File: src/rtl/lfsr_pkg.sv
// lfsr_pkg: shared types and the 64-bit Fibonacci LFSR step used by the draw arbiter
package lfsr_pkg;
    typedef enum logic [1:0] {IDLE, STEP, GRANT} draw_state_t;
    localparam int LFSR_W = 64;
    function automatic logic [LFSR_W-1:0] lfsr_next(input logic [LFSR_W-1:0] s);
        return {s[62:0], s[63] ^ s[62] ^ s[60] ^ s[59]};
    endfunction
endpackage

File: src/rtl/lfsr_draw_arbiter_if.sv
// lfsr_draw_arbiter_if: requester-side bus of the shared LFSR draw arbiter
interface lfsr_draw_arbiter_if
    import lfsr_pkg::*;
#(
    parameter int N_REQ = 4
);
    logic [LFSR_W-1:0] seed;
    logic seed_load;
    logic [N_REQ-1:0] req;
    logic [N_REQ-1:0] ack;
    logic [LFSR_W-1:0] rnd_data;
    logic [$clog2(N_REQ)-1:0] owner;
    logic busy;
    modport master (output seed, seed_load, req, input ack, rnd_data, owner, busy);
    modport slave (input seed, seed_load, req, output ack, rnd_data, owner, busy);
endinterface

File: src/rtl/lfsr_draw_arbiter_rr_pick.sv
// rr_pick: combinational round-robin picker, first request at or above ptr with wraparound
module rr_pick #(
    parameter int N_REQ = 4
) (
    input  logic [N_REQ-1:0] req,
    input  logic [$clog2(N_REQ)-1:0] ptr,
    output logic [N_REQ-1:0] grant,
    output logic [$clog2(N_REQ)-1:0] idx
);
    localparam int IW = $clog2(N_REQ);
    logic [IW-1:0] j;
    always_comb begin
        idx = '0;
        j = '0;
        // walk offsets from farthest to nearest so the nearest set request wins
        for (int i = N_REQ - 1; i >= 0; i--) begin
            j = IW'((int'(ptr) + i) % N_REQ);
            if (req[j]) idx = j;
        end
        grant = |req ? {{(N_REQ - 1){1'b0}}, 1'b1} << idx : '0;
    end
endmodule

File: src/rtl/lfsr_draw_arbiter.sv
// lfsr_draw_arbiter: shares one 64-bit LFSR among requesters, round-robin, multi-step draws
// with reseed taking priority over any draw in flight.
module lfsr_draw_arbiter
    import lfsr_pkg::*;
#(
    parameter int N_REQ = 4,
    parameter int STEPS_PER_DRAW = 8,
    parameter logic [LFSR_W-1:0] DEFAULT_SEED = 64'hACE1_0000_0000_0001
) (
    input logic clk,
    input logic reset,
    lfsr_draw_arbiter_if.slave bus
);
    localparam int IW = $clog2(N_REQ);
    localparam int CW = STEPS_PER_DRAW > 1 ? $clog2(STEPS_PER_DRAW) : 1;
    draw_state_t state, state_nx;
    logic [LFSR_W-1:0] lfsr, rnd_data;
    logic [CW-1:0] cnt;
    logic [IW-1:0] rr_ptr, owner, pick_idx;
    logic [N_REQ-1:0] pick_oh, owner_oh, ack;
    logic arb, last_step;

    rr_pick #(.N_REQ(N_REQ)) u_pick (.req(bus.req), .ptr(rr_ptr), .grant(pick_oh), .idx(pick_idx));

    always_comb begin
        arb = state == IDLE && |bus.req && !bus.seed_load;
        last_step = state == STEP && cnt == '0 && !bus.seed_load;
        state_nx = bus.seed_load ? IDLE : arb ? STEP : last_step ? GRANT : state == GRANT ? IDLE : state;
    end

    always_ff @(posedge clk or posedge reset) begin
        if (reset) begin
            state <= IDLE;
            lfsr <= DEFAULT_SEED;
            cnt <= '0;
            rr_ptr <= '0;
            owner <= '0;
            owner_oh <= '0;
            ack <= '0;
            rnd_data <= '0;
        end else begin
            state <= state_nx;
            // a zero seed would lock the LFSR at zero forever
            if (bus.seed_load) lfsr <= bus.seed == '0 ? DEFAULT_SEED : bus.seed;
            else if (state == STEP) lfsr <= lfsr_next(lfsr);
            if (arb) begin
                owner <= pick_idx;
                owner_oh <= pick_oh;
                cnt <= CW'(STEPS_PER_DRAW - 1);
            end else if (state == STEP) begin
                cnt <= cnt - 1'b1;
            end
            if (state == GRANT) rr_ptr <= owner == IW'(N_REQ - 1) ? '0 : owner + 1'b1;
            ack <= last_step ? owner_oh : '0;
            rnd_data <= last_step ? lfsr_next(lfsr) : '0;
        end
    end

    assign bus.ack = ack;
    assign bus.rnd_data = rnd_data;
    assign bus.owner = owner;
    assign bus.busy = state != IDLE;
endmodule

File: src/flat_wrapper.sv
// flat-port wrapper written by rule: the top's interface ports become plain ports
module lfsr_draw_arbiter_flat import lfsr_pkg::*;
#(
    parameter int N_REQ = 4,
    parameter int STEPS_PER_DRAW = 8,
    parameter logic [LFSR_W-1:0] DEFAULT_SEED = 64'hACE1_0000_0000_0001
)
  (clk, reset, bus_seed, bus_seed_load, bus_req, bus_ack, bus_rnd_data, bus_owner, bus_busy);
  lfsr_draw_arbiter_if #(.N_REQ(N_REQ)) bus_i ();
  input logic clk;
  input logic reset;
  input wire logic [$bits(bus_i.seed)-1:0] bus_seed;
  input wire logic [$bits(bus_i.seed_load)-1:0] bus_seed_load;
  input wire logic [$bits(bus_i.req)-1:0] bus_req;
  output wire logic [$bits(bus_i.ack)-1:0] bus_ack;
  output wire logic [$bits(bus_i.rnd_data)-1:0] bus_rnd_data;
  output wire logic [$bits(bus_i.owner)-1:0] bus_owner;
  output wire logic [$bits(bus_i.busy)-1:0] bus_busy;
  assign bus_i.seed = bus_seed;
  assign bus_i.seed_load = bus_seed_load;
  assign bus_i.req = bus_req;
  assign bus_ack = bus_i.ack;
  assign bus_rnd_data = bus_i.rnd_data;
  assign bus_owner = bus_i.owner;
  assign bus_busy = bus_i.busy;
  lfsr_draw_arbiter #(.N_REQ(N_REQ), .STEPS_PER_DRAW(STEPS_PER_DRAW), .DEFAULT_SEED(DEFAULT_SEED)) u_core (.clk(clk), .reset(reset), .bus(bus_i));
endmodule
File: config.mk
export PLATFORM = sky130hd
export DESIGN_NAME = lfsr_draw_arbiter_flat
export DESIGN_NICKNAME = d
export VERILOG_FILES = /design/src/rtl/lfsr_pkg.sv /design/src/rtl/lfsr_draw_arbiter_if.sv /design/src/rtl/lfsr_draw_arbiter_rr_pick.sv /design/src/rtl/lfsr_draw_arbiter.sv /design/src/flat_wrapper.sv
export SDC_FILE = /design/constraint.sdc
export NUM_CORES = 1
export LEC_CHECK = 0
export CORE_ASPECT_RATIO = 1.75
export CORE_MARGIN = 2
export CORE_UTILIZATION = 50
export CTS_CLUSTER_DIAMETER = 200
export DETAILED_ROUTE_END_ITERATION = 6
export GPL_TIMING_DRIVEN = 0
export PLACE_DENSITY = 0.84
export SYNTH_ARGS = -nofsm -noshare
export SYNTH_HDL_FRONTEND = slang
export SYNTH_SLANG_ARGS = --single-unit
export TNS_END_PERCENT = 30
File: constraint.sdc
create_clock -name clk -period 6.8 [get_ports clk]
set_input_delay 1.7 -clock clk [delete_from_list [all_inputs] [get_ports clk]]
set_output_delay 1.7 -clock clk [all_outputs]
set_load 0.05 [all_outputs]
==> results of run 1 <==
[cell type report]
cell class	count	area, um2
multi-input combinational	331	2120
buffer	31	153.9
clock inverter	13	186.4
fill	831	3387
sequential	145	3640
clock buffer	19	432.9
inverter	13	53.80
timing repair buffer	142	1439
tap	135	168.9
[metrics by stage]
step / hold slack, ps / power (mW) / cell area (um2)
after global placement: 455.4 / 1.442 / 7542
after CTS: 480.5 / 2.439 / 8194
final: 479.6 / 2.433 / 8194
after detailed placement: 462.1 / 1.468 / 7575
after floorplan: 440.2 / 1.314 / 5962
after global routing: 510.5 / 2.535 / 8194
[state kept, by name, indices dropped and copies added (netlist names)]
name and cells:
u_core.rr_ptr 2, u_core.bus.owner 2, u_core.lfsr 64, u_core.owner_oh 4
u_core.bus.rnd_data 64, u_core.state 2, u_core.cnt 3, u_core.bus.ack 4
[kinds of logic after synthesis]
kind of cell	synth area share
mux	0.09591
compound gates	0.08584
fa+ha+maj	0.006297
simple gates	0.1616
xor+xnor	0.005877
buf+inv	0.03400
flops	0.6105
[synth_stat cells, drive strengths merged, types with 2 or more instances]
| cell type | n |
|---|---|
| xnor2 | 3 |
| dfstp | 9 |
| a211o | 2 |
| and2 | 67 |
| inv | 13 |
| nor2 | 3 |
| clkbuf | 16 |
| o21ai | 58 |
| nand2 | 81 |
| o211ai | 2 |
| buf | 15 |
| mux2i | 56 |
| dfrtp | 136 |
| nand4 | 4 |
| a32oi | 8 |
| ha | 3 |
| nor2b | 2 |
| o31ai | 5 |
| nor4 | 16 |
| nand2b | 4 |
| a21oi | 3 |
[metal layers]
layer / up-vias / track usage / share of wire
met5: - / 0 / 0
met2: 169 / 0.4265 / 0.53
met4: 0 / 0.1258 / 0.038
li1: 2090 / - / -
met3: 41 / 0.04939 / 0.048
met1: 2227 / 0.2775 / 0.38
[power by group through the flow]
| stage | registers (mW) | logic, mW | clock network [mW] |
|---|---|---|---|
| final | 1.03 | 0.427 | 0.972 |
| after global routing | 1.04 | 0.469 | 1.02 |
| after CTS | 1.03 | 0.428 | 0.979 |
| after detailed placement | 1.05 | 0.423 | 0 |
| after global placement | 1.04 | 0.402 | 0 |
| after floorplan | 1.05 | 0.262 | 0 |
[path summary, 6_finish.rpt]
check,from,to,slack (ps)
worst max-delay path,u_core.state[1]$_DFFE_PP0P_,bus_busy,3260
worst min register to register,u_core.owner_oh[2]$_DFFE_PP0P_,u_core.owner_oh[2]$_DFFE_PP0P_,480
min in group asynchronous,reset,u_core.bus.rnd_data[18]$_DFF_PP0_,1700
worst max register to register,u_core.state[1]$_DFFE_PP0P_,u_core.bus.rnd_data[42]$_DFF_PP0_,4940
worst min-delay path,u_core.owner_oh[2]$_DFFE_PP0P_,u_core.owner_oh[2]$_DFFE_PP0P_,480
max in group asynchronous,reset,u_core.lfsr[54]$_DFFE_PP1P_,4270
[critical path: cells and delay by family (launching register included)]
kind | cells | cell delay, ps
buffers and inverters | 1 | 710
DFF | 1 | 430
and+or+nand+nor | 1 | 290
[cells in the final DEF, fill, tap and decap left out, types with 3 or more instances in the layout]
| cell | count |
|---|---|
| clkdlybuf4s50_1 | 141 |
| ha_1 | 3 |
| dfrtp_1 | 136 |
| nand2b_1 | 4 |
| bufinv_16 | 4 |
| nor2_1 | 3 |
| xnor2_1 | 3 |
| clkinvlp_4 | 4 |
| o21ai_1 | 8 |
| buf_2 | 6 |
| nor4_2 | 4 |
| clkbuf_16 | 17 |
| buf_4 | 6 |
| mux2i_1 | 56 |
| dfstp_2 | 9 |
| nand4_1 | 3 |
| clkbuf_1 | 18 |
| o21ai_0 | 50 |
| nor4_1 | 12 |
| a21oi_1 | 3 |
| nand2_1 | 81 |
| a32oi_1 | 8 |
| and2_1 | 67 |
| o31ai_1 | 5 |
| inv_1 | 12 |
==> results_dict.tcl, run 1 <==
set metrics [dict create \
    status "complete, no violations" \
    cts-resized-gates 0 \
    internal_power_mw 1.767 \
    drt_iter0_markers 317 \
    leakagePower_nw 3.782 \
    cts_buffer_depth 2 \
    r2r_cells 6 \
    whs_path_depth 2 \
    nets 755 \
    rows 52 \
    synth_top_area_frac 0.5708 \
    fin_setup_tns_ps 0 \
    post_drt_wl_per_cell_um 18.08 \
    drcViolationCount 0 \
    worstSetupPathType "reg2out" \
    pin_count 142 \
    fmax_ghz 0.2826 \
    crit_fanout 6 \
    timing.final.crit_share 0.5204 \
    power.density_mw_per_mm2 297.0 \
    grt_pass1_wl_um 23900 \
    relSlewSlack 0.3705 \
    finalClockSkew_ps 7.602 \
    cpPeakStageDelay_ps 710 \
    synthArstFlopShare 1.000 \
    peakVddDrop_uv 230.3 \
    arrival_ps 1840 \
    finalWirelength_um 14990 \
    slowest_stage "clkdlybuf4s50_1" \
    finalSetupViolCount 0 \
    syn_area_per_cell_um2 11.47 \
    synth_largest_area_cell "dfrtp_1" \
    cts_tree "yes" \
    fin_crit_ps 3539 \
    area.growth.synth_to_final_pct 37.44 \
    crit_chain "or2_1 > clkdlybuf4s50_1" \
    rsz0062_at_grt "no" \
    initial_core_util 0.5148 \
    cp-end-kind "output pin" \
    die-area_mm2 0.01285 \
    grt_max_degree 95 \
    combPwrFrac 0.175 \
    drtAntennaViolNets 0 \
    grt.overflow.total 0 \
    sequentialPowerShare 0.425 \
    postCtsHoldBufs 0 \
    hp-class "reg2reg" \
    yosysUniqueCellTypes 41 \
    vias_per_cell 5.461 \
    htree_levels 4 \
    path_clk_slew_ps 60 \
    die_w_um 86.55 \
    fp.dieH_um 148.5 \
    required_ps 5100 \
    drv_cap 0 \
    synth_edf_count 0 \
    dpl.cell_count 797 \
    post-cts-setup-buffers 0 \
    cts_inserted_buffers 17 \
    sw_frac_of_total 0.2738 \
    synth_flop_cell "dfrtp_1" \
    final_max_slew_viol_count 0 \
    io_buffers 141 \
    cts_root_buf "clkbuf_16" \
    fin_ws_ps 3261 \
    final_util 0.7075 \
    netlist_area_mm2 0.005962 \
    core_mm2 0.01158 \
    grtUsageTotal 0.2443 \
    diodes 0 \
    drive_gt1_frac 0.09078 \
    startpoint_type "flop" \
    seq_area_frac_synth 0.6105 \
    syn_nets 594 \
    grt_pass1_vias 4833 \
    yosys-top-cells-area "dfrtp_1 (57%), mux2i_1 (9.4%), and2_1 (7.0%), nand2_1 (5.1%), o21ai_0 (4.2%)" \
    stdcell_count 829 \
    ys_seq_elements 145 \
    netSwitchingPower_mw 0.6662 \
    power_frac_clock 0.400 \
    place_congestion 0.8407 \
    via_count 4527 \
    synth_cells 520 \
    worstSkewPairLatency_ps 420 \
    antenna_found_initial 0 \
    pre_cts_ws_ps 2915 \
    worst_pin_slew_ps 935.6 \
    hold_viol_final 0 \
    dp_hpwl_um 10720 \
    yosys_warnings 0 \
    cts.sinks 145 \
    drtPass1Iterations 5 \
]
Power figures use the tool's default switching activity.
==> inputs of run 2 (changes only) <==
==> constraint.sdc (replaced) <==
create_clock -name clk -period 3.4 [get_ports clk]
set_input_delay 0.85 -clock clk [delete_from_list [all_inputs] [get_ports clk]]
set_output_delay 0.85 -clock clk [all_outputs]
set_load 0.05 [all_outputs]
==> run 2 against run 1 <==
Effect of this change: total power up 100%; cell count up 0.12%; sequential power is 100% higher; die area stayed put; sequential share of layout area shrank 0.26 points.
==> results_dict.tcl, run 2 (same netlist as run 1, synthesis figures left out) <==
set metrics [dict create \
    drtAntennaViolNets 0 \
    post_drt_wl_per_cell_um 18.32 \
    grt_pass1_wl_um 24590 \
    rsz0062_at_grt "no" \
    antenna_found_initial 0 \
    htree_levels 4 \
    worstSkewPairLatency_ps 410 \
    fp.dieH_um 148.5 \
    p_total_mw 4.904 \
    r2r-start "u_core.state[1]$_DFFE_PP0P_" \
    relSlewSlack 0.3754 \
    postCtsHoldBufs 0 \
    finalClockSkew_ps 10.21 \
    peakVddDrop_uv 429.4 \
    path_clk_slew_ps 60 \
    layout_commonest_cell "clkdlybuf4s50_1" \
    cp-end-kind "flop" \
    place_area_mm2 0.007606 \
    finalSetupViolCount 0 \
    cts_buffer_depth 2 \
    drv_cap 0 \
    die-area_mm2 0.01285 \
    dp_hpwl_um 11240 \
    place_congestion 0.8832 \
    cts_root_buf "clkbuf_16" \
    cts-resized-gates 0 \
    arrival_ps 3060 \
    power.density_mw_per_mm2 595.0 \
    r2r_cells 6 \
    diodes 0 \
    drt_iter0_markers 196 \
    core_mm2 0.01158 \
    cp-endpoint "u_core.lfsr[53]$_DFFE_PP1P_" \
    rows 52 \
    pre_cts_ws_ps 362.6 \
    timing.final.crit_share 0.8069 \
    r2r_end "u_core.bus.rnd_data[52]$_DFF_PP0_" \
    required_ps 3720 \
    vias_per_cell 5.499 \
    die_w_um 86.55 \
    initial_core_util 0.5148 \
    final_max_slew_viol_count 0 \
    fmax_ghz 0.3645 \
    worstSetupPathType "in2reg" \
    hp-class "reg2reg" \
    leakagePower_nw 3.805 \
    via_count 4564 \
    worst_pin_slew_ps 928.3 \
    drcViolationCount 0 \
    drive_gt1_frac 0.09496 \
    crit_start "bus_seed[8]" \
    reg2reg_setup_slack_ps 1560 \
    drtPass1Iterations 4 \
    hp-start "u_core.owner_oh[3]$_DFFE_PP0P_" \
    crit_fanout 9 \
    hold_viol_final 0 \
    fin_ws_ps 656.5 \
    layout_common_cells "clkdlybuf4s50_1 (141), dfrtp_1 (136), nand2_1 (81)" \
    cts_inserted_buffers 17 \
    io_buffers 141 \
    area.growth.synth_to_final_pct 38.24 \
    final_util 0.7116 \
    cts_tree "yes" \
    fin_area_mm2 0.008242 \
    reg_top3 "u_core.bus.rnd_data (64), u_core.lfsr (64)" \
    post-cts-setup-buffers 0 \
    nets 757 \
    cts.sinks 145 \
    grt_max_degree 43 \
    grt_pass1_vias 4835 \
    status "complete, no violations" \
    grtUsageTotal 0.2518 \
    pin_count 142 \
    grt.overflow.total 0 \
    fin_setup_tns_ps 0 \
    startpoint_type "input port" \
    finalWirelength_um 15200 \
    fin_crit_ps 2743 \
]
run 2: cell count changes in the layout (fill, tap and decap cells not counted):
cell,delta
buf_12,+3
buf_16,-1
clkbuf_1,-2
clkbuf_8,+2
clkinv_2,-1
clkinv_4,+1
inv_6,-1
run 2: critical path, cell delays in order:
cell and delay [ps]:
clkdlybuf4s50_1 440, nor4_1 820, nand4_2 240, o41a_1 370
buf_6 150, a32oi_1 180
run 2: per-stage QoR:
stage,hold WS (ps),cells
3_5_place_dp,463.5,799
6_report,475.9,830
4_1_cts,477.3,830
2_1_floorplan,440.2,520
3_3_place_gp,455.3,796
5_1_grt,502.9,830
run 2: worst min path at each step:
stage | endpoint | slack, ps | depth (start not counted)
6_report | u_core.owner_oh[3]$_DFFE_PP0P_ | 480 | 2
5_1_grt | u_core.owner_oh[1]$_DFFE_PP0P_ | 500 | 2
4_1_cts | u_core.owner_oh[3]$_DFFE_PP0P_ | 480 | 2
3_5_place_dp | u_core.owner_oh[3]$_DFFE_PP0P_ | 460 | 2
3_3_place_gp | u_core.owner_oh[0]$_DFFE_PP0P_ | 460 | 2
2_1_floorplan | u_core.owner_oh[0]$_DFFE_PP0P_ | 440 | 2
run 2: layout make-up:
type | instances | area [um2]
flip-flops and latches | 145 | 3640
fillers | 803 | 3339
multi-input cells | 331 | 2120
repair buffers | 144 | 1471
clock buffers | 19 | 452.9
clock inverters | 12 | 182.7
well taps | 135 | 168.9
plain buffers | 31 | 153.9
inverters | 13 | 52.55
run 2: power breakdown:
group,internal [mW],switching (mW),leakage (nW)
combinational,0.388,0.473,1.63
sequential,1.92,0.147,1.87
clock,1.27,0.706,0.302
run 2: metal layers:
metal	track usage	part of all wire
met5	0	0
met1	0.2787	0.36
met3	0.06049	0.050
met4	0.1008	0.025
met2	0.4546	0.57
==> inputs of run 3 (changes only) <==
==> constraint.sdc (replaced) <==
create_clock -name clk -period 2.55 [get_ports clk]
set_input_delay 0.6375 -clock clk [delete_from_list [all_inputs] [get_ports clk]]
set_output_delay 0.6375 -clock clk [all_outputs]
set_load 0.05 [all_outputs]
==> results of run 3 <==
Same layout as run 2 (identical final DEF). Status: complete, no violations.
Main changes from that run: setup slack after placement 362.6 ps -> -274.9 ps; setup slack after layout 656.5 ps -> 19.04 ps; register-to-register setup slack 1560 ps -> 710 ps; total power 4.904 mW -> 6.539 mW; worst IR drop on VDD 429.4 uV -> 572.5 uV
